**config.mk**
```make
export PLATFORM = sky130hd
export DESIGN_NAME = regfile_access_ctrl
export DESIGN_NICKNAME = d
export VERILOG_FILES = /design/src/rtl/regfile_ctrl_pkg.sv /design/src/rtl/rfc_alu.sv /design/src/rtl/regfile_access_ctrl.sv
export SDC_FILE = /design/constraint.sdc
export NUM_CORES = 1
export LEC_CHECK = 0
export CORE_MARGIN = 2
export CORE_UTILIZATION = 50
export CTS_BUF_LIST = sky130_fd_sc_hd__clkbuf_16
export DETAILED_ROUTE_END_ITERATION = 10
export PLACE_DENSITY = 0.86
export SYNTH_ARGS = -nofsm -noshare
export SYNTH_HDL_FRONTEND = slang
export SYNTH_SLANG_ARGS = --single-unit
export TNS_END_PERCENT = 1
```
**constraint.sdc**
```tcl
create_clock -name clk -period 5.14 [get_ports clk]
set_input_delay 1.285 -clock clk [delete_from_list [all_inputs] [get_ports clk]]
set_output_delay 1.285 -clock clk [all_outputs]
set_load 0.05 [all_outputs]
```
**src/rtl/regfile_ctrl_pkg.sv**
```systemverilog
// regfile_ctrl_pkg: opcodes, register indices and FSM states for regfile_access_ctrl
package regfile_ctrl_pkg;
  typedef enum logic [2:0] {
    OP_MOVI = 3'd0,
    OP_MOVR = 3'd1,
    OP_ADD  = 3'd2,
    OP_SUB  = 3'd3,
    OP_AND  = 3'd4,
    OP_OR   = 3'd5,
    OP_XOR  = 3'd6,
    OP_CMP  = 3'd7
  } opcode_e;
  localparam logic [1:0] AX = 2'd0;
  localparam logic [1:0] BX = 2'd1;
  localparam logic [1:0] CX = 2'd2;
  localparam logic [1:0] DX = 2'd3;
  typedef enum logic [1:0] {IDLE, RD_S, RD_D, WB} state_e;
endpackage

```
**src/rtl/rfc_alu.sv**
```systemverilog
// rfc_alu: combinational ALU, b is the dst operand, a the src operand
module rfc_alu
  import regfile_ctrl_pkg::*;
#(
  parameter int DW = 16
) (
  input  opcode_e       op,
  input  logic [DW-1:0] a,
  input  logic [DW-1:0] b,
  output logic [DW-1:0] res,
  output logic          zf_n,
  output logic          cf_n
);
  logic [DW:0] sum, diff;
  // result select; the extra top bit of sum/diff is carry/borrow
  always_comb begin
    sum  = {1'b0, b} + {1'b0, a};
    diff = {1'b0, b} - {1'b0, a};
    res  = op == OP_ADD ? sum[DW-1:0] :
           (op == OP_SUB || op == OP_CMP) ? diff[DW-1:0] :
           op == OP_AND ? (b & a) :
           op == OP_OR  ? (b | a) :
           op == OP_XOR ? (b ^ a) : b;
    cf_n = op == OP_ADD ? sum[DW] : (op == OP_SUB || op == OP_CMP) ? diff[DW] : 1'b0;
    zf_n = res == '0;
  end
endmodule

```
**src/rtl/regfile_access_ctrl.sv**
```systemverilog
// regfile_access_ctrl: sequences register-file reads, runs the ALU op and writes back.
// Define RFC_OP_BUF_EN to place a 2-entry op FIFO in front of the FSM.
module regfile_access_ctrl
  import regfile_ctrl_pkg::*;
#(
  parameter int DW     = 16,
  parameter int RSEL_W = 2
) (
  input  logic              clk,
  input  logic              reset,
  input  logic              op_valid,
  output logic              op_ready,
  input  logic [2:0]        op_code,
  input  logic [RSEL_W-1:0] op_dst,
  input  logic [RSEL_W-1:0] op_src,
  input  logic [DW-1:0]     op_imm,
  output logic [RSEL_W-1:0] rf_sel,
  output logic              rf_we,
  output logic [DW-1:0]     rf_wdata,
  input  logic [DW-1:0]     rf_rdata,
  output logic              res_valid,
  output logic [DW-1:0]     res_data,
  output logic              zf,
  output logic              cf
);
  state_e              state_q;
  opcode_e             code_q;
  logic [RSEL_W-1:0]   dst_q, src_q;
  logic [DW-1:0]       a_q;
  logic                take;
  logic [2:0]          t_code;
  logic [RSEL_W-1:0]   t_dst, t_src;
  logic [DW-1:0]       t_imm;
  logic [DW-1:0]       alu_res;
  logic                alu_zf, alu_cf;
`ifdef RFC_OP_BUF_EN
  localparam int OW = 3 + 2 * RSEL_W + DW;
  logic [OW-1:0] fifo_q [2];
  logic          rd_q, wr_q, push, pop;
  logic [1:0]    cnt_q;
  assign op_ready = cnt_q != 2'd2;
  assign push     = op_valid && op_ready;
  assign pop      = state_q == IDLE && cnt_q != 2'd0;
  assign take     = pop;
  assign {t_code, t_dst, t_src, t_imm} = fifo_q[rd_q];
  // FIFO pointers and occupancy
  always_ff @(posedge clk or posedge reset)
    if (reset) begin
      rd_q  <= 1'b0;
      wr_q  <= 1'b0;
      cnt_q <= 2'd0;
    end else begin
      wr_q  <= wr_q ^ push;
      rd_q  <= rd_q ^ pop;
      cnt_q <= cnt_q + {1'b0, push} - {1'b0, pop};
    end
  // FIFO storage, no reset needed since occupancy gates reads
  always_ff @(posedge clk)
    if (push) fifo_q[wr_q] <= {op_code, op_dst, op_src, op_imm};
`else
  assign op_ready = state_q == IDLE;
  assign take     = op_valid && op_ready;
  assign {t_code, t_dst, t_src, t_imm} = {op_code, op_dst, op_src, op_imm};
`endif
  rfc_alu #(.DW(DW)) u_alu (
    .op   (code_q),
    .a    (a_q),
    .b    (rf_rdata),
    .res  (alu_res),
    .zf_n (alu_zf),
    .cf_n (alu_cf)
  );
  // FSM with outputs registered on entry to each state
  always_ff @(posedge clk or posedge reset)
    if (reset) begin
      state_q   <= IDLE;
      code_q    <= OP_MOVI;
      dst_q     <= '0;
      src_q     <= '0;
      a_q       <= '0;
      rf_sel    <= '0;
      rf_we     <= 1'b0;
      rf_wdata  <= '0;
      res_valid <= 1'b0;
      res_data  <= '0;
      zf        <= 1'b0;
      cf        <= 1'b0;
    end else begin
      rf_we     <= 1'b0;
      rf_wdata  <= '0;
      res_valid <= 1'b0;
      case (state_q)
        IDLE:
          if (take) begin
            code_q <= opcode_e'(t_code);
            dst_q  <= t_dst;
            src_q  <= t_src;
            if (opcode_e'(t_code) == OP_MOVI) begin
              state_q   <= WB;
              rf_sel    <= t_dst;
              rf_we     <= 1'b1;
              rf_wdata  <= t_imm;
              res_valid <= 1'b1;
              res_data  <= t_imm;
            end else begin
              state_q <= RD_S;
              rf_sel  <= t_src;
            end
          end
        RD_S: begin
          a_q    <= rf_rdata;
          rf_sel <= dst_q;
          if (code_q == OP_MOVR) begin
            state_q   <= WB;
            rf_we     <= 1'b1;
            rf_wdata  <= rf_rdata;
            res_valid <= 1'b1;
            res_data  <= rf_rdata;
          end else state_q <= RD_D;
        end
        RD_D: begin
          state_q   <= WB;
          rf_we     <= code_q != OP_CMP;
          rf_wdata  <= alu_res;
          res_valid <= 1'b1;
          res_data  <= alu_res;
          zf        <= alu_zf;
          cf        <= alu_cf;
        end
        WB: begin
          state_q <= IDLE;
          rf_sel  <= '0;
        end
        default: state_q <= IDLE;
      endcase
    end
endmodule
```
==> metrics.md <==
| Metric | Value |
|---|---|
| Run status | `finished, final reports clean` |
| Via count | `5546` |
| Leakage power | `2.89 nW` |
| I/O pins | `81` |
| Post-DP HPWL | `12.2 mm` |
| Synth Area in Adders | `13.3%` |
| Mean Syn Cell Area | `8.11 um2` |
| Most common cell after layout, fill and taps aside | `clkdlybuf4s50_1` |
| CP Data Arrival Time | `4990 ps` |
| Synth top area cells | `dfrtp_1 28%, ha_1 13%, a21oi_1 5.0%` |
| Layout area overhead | `22.3%` |
| Rel. slew slack | `27.4%` |
| NumNets Final | `818` |
| First-pass GRT wire length | `27.2 mm` |
| Grt ovf | `0` |
| CTS tree | `built` |
| IO Port Bufs | `80` |
| Row count | `37` |
| Main combinational cell family by area after synthesis | `compound AO/OA/AOI/OAI gates` |
| #FFs+latches synth | `61` |
| Fin. max-slew vios | `0` |
| CTS Buf Count | `9` |
| Chip width | `between 100 and 150 um` |
| Share of layout cells above drive strength 1 | `6.76%` |
| Post-CTS sizing | `0` |
| Clock Latency Late Sink | `330 ps` |
| Final Cycle Share | `between 90 and 100%` |
| Number of hold buffers added after cts | `0` |
| Clock Sinks | `61` |
| Post-synthesis compound-gate area fraction | `30.0%` |
| Number of flops mapped to enable cells by yosys | `0` |
| Async set-reset flop share out of synthesis | `100%` |
| Max VDD drop | `0.730 mV` |
| Core Util, Final | `63.4%` |
| Worst hold path depth | `2` |
| Clk slew on worst S/H paths | `60 ps` |
| Core ar. | `10400 um2` |
| Seq/Total Area, Yosys | `28.4%` |
| Dpl ws | `241 ps` |
| Final wirelength | `17.1 mm` |
| H-tree level count | `3` |
| Post-placement cell area | `between 6000 and 7000 um2` |
| Most frequent cells in the layout | `80 x clkdlybuf4s50_1, 67 x nand2_1, 61 x dfrtp_1, 55 x inv_1` |
| CP Max Fanout | `4` |
| Die area | `11600 um2` |
| Area leader, netlist | `dfrtp_1` |
| Worst min path class | `reg2reg` |
| Vias in the first global route | `5492` |
| Final hold violation count | `0` |
| Setup slack after layout | `between 300 and 400 ps` |
| Mapped Nets | `roughly 760` |
| Final setup violation count | `0` |
| Die height | `108 um` |
| Fmax | `210 MHz` |
| Fin crit period | `4760 ps` |
| Yosys warning count | `0` |
| Initial core utilization | `51.8%` |
| Routed len/inst | `between 15 and 20 um` |
| Synth cell types | `67` |
| Clock skew | `11.9 ps` |
| Worst setup SP type | `input port` |
| DRT Pass-1 Iters | `5` |
| RSZ-0062 raised after global routing | `no` |
| Clk root buf | `clkbuf_16` |
| Clk buf depth | `2` |
| Post-synthesis simple-gate area fraction | `15.6%` |
| Initial antenna violation count | `0` |
| Final ANT Viol Nets | `0` |
| 1st-iter DRT viols | `577` |
| Slew @ Worst Pin | `1090 ps` |
| Design area | `roughly 6600 um2` |
| Max-cap viol count | `0` |
| GRT Total Usage | `29.8%` |
| Share of the synthesized area in the top cell type | `between 20% and 30%` |
| Gpl congestion | `0.936` |
| Pwr Total | `~0.0050 W` |
| Proportion of synthesized area in mux cells | `4.07%` |
| Kind of critical path | `in2reg` |
| Worst Path Required | `5370 ps` |
| P per Cell Area | `759 nW/um2` |
| Postcts setup bufs | `0` |
| Residual DRC | `0` |
| Xor/xnor share of the synthesized area | `0.978%` |
| Inserted Diodes | `0` |
| Mapped Cells | `663` |
| Reg2Reg Depth | `10` |
| Final setup TNS | `0 ps` |
| Crit. End Element | `flop` |
| Largest net degree at the start of global routing | `40` |
| Main synth FF type | `dfrtp_1` |
| Vias/cell | `6.44` |
| Cell Area, Synth | `about 5400 um2` |
==> worst paths after layout <==
kind                                endpoint   startpoint  slack [ps]
worst max-delay path            res_data[14]  rf_rdata[0]         380
worst min-delay path             res_data[3]  res_data[3]         480
worst max register to register            zf    code_q[1]        1220
worst min register to register   res_data[3]  res_data[3]         480
max in group asynchronous           dst_q[1]        reset        2870
min in group asynchronous        rf_wdata[5]        reset        1390
==> Yosys cell counts, types with 4 or more instances <==
library cell,number
nand2b_1,8
a311oi_1,7
or3_1,6
o21ai_0,52
buf_2,8
a22oi_1,10
clkbuf_1,36
nor2b_1,6
a21oi_1,54
a2bb2oi_1,13
o211ai_1,7
o22ai_1,7
nand3_1,14
nand3b_1,4
dfrtp_1,61
a21o_1,9
o31ai_1,5
and3_1,6
mux2_2,7
nor2_1,39
o211a_1,5
ha_1,54
mux2i_1,14
a221o_1,6
inv_1,56
nand2_1,67
a211oi_1,13
o21bai_1,5
a221oi_1,6
a31oi_1,8
xnor2_1,5
nor3_1,9
o21a_1,4
==> cell families (layout without fill, tap and decap cells) <==
kind of cell,after synthesis,count (layout)
flip-flops,61,61
AO/OA/AOI/OAI,236,236
buffers and inverters,105,167
multiplexers,21,21
XOR/XNOR,6,6
AND/OR/NAND/NOR,178,178
adder cells (fa/ha/maj),56,56
==> report_power, final <==
group          switching (W)  internal, W  total, W
registers           0.000167     0.000696  0.000864
logic                0.00221      0.00125   0.00346
clock network       0.000244     0.000422  0.000666
total                0.00263      0.00237   0.00499
==> per-stage QoR <==
step / hold WS (ps) / std cells
finish: 479 / 861
global placement: 466 / 845
detailed placement: 474 / 845
global route: 504 / 861
CTS: 485 / 861
floorplan: 480 / 663
==> layer usage <==
| metal | GRT usage (%) | wire length (um) | vias to the layer above |
|---|---|---|---|
| met5 | 0 | 0 | - |
| met4 | 17.6 | 946 | 0 |
| met3 | 5.87 | 1450 | 73 |
| met2 | 49.8 | 8170 | 335 |
| met1 | 35.4 | 6530 | 2631 |
| li1 | - | - | 2507 |
==> flip-flops by register name, summed over array words and instances (netlist names) <==
name,count
rf_wdata,16
res_valid,1
rf_we,1
a_q,16
res_data,16
dst_q,2
state_q,2
code_q,3
rf_sel,2
cf,1
zf,1
==> area by class of cell <==
| class | instances | area [um2] |
|---|---|---|
| clock inverter | 7 | 90.1 |
| tap | 136 | 170 |
| inverter | 57 | 214 |
| multi-input combinational | 497 | 3440 |
| sequential | 61 | 1530 |
| timing repair buffer | 94 | 906 |
| clock buffer | 9 | 225 |
| fill | 861 | 3800 |
==> critical path, cell delays in order <==
cell             delay [ps]
clkdlybuf4s50_1         530
ha_1                    220
inv_1                    60
fa_1                    400
nor2b_1                 160
o31ai_1                 130
a2111oi_0               540
o22a_1                  250
a31oi_1                 150
a221o_1                 380
a221oi_1                430
nand2_1                 160
a41oi_1                 280
Power figures use the tool's default switching activity.
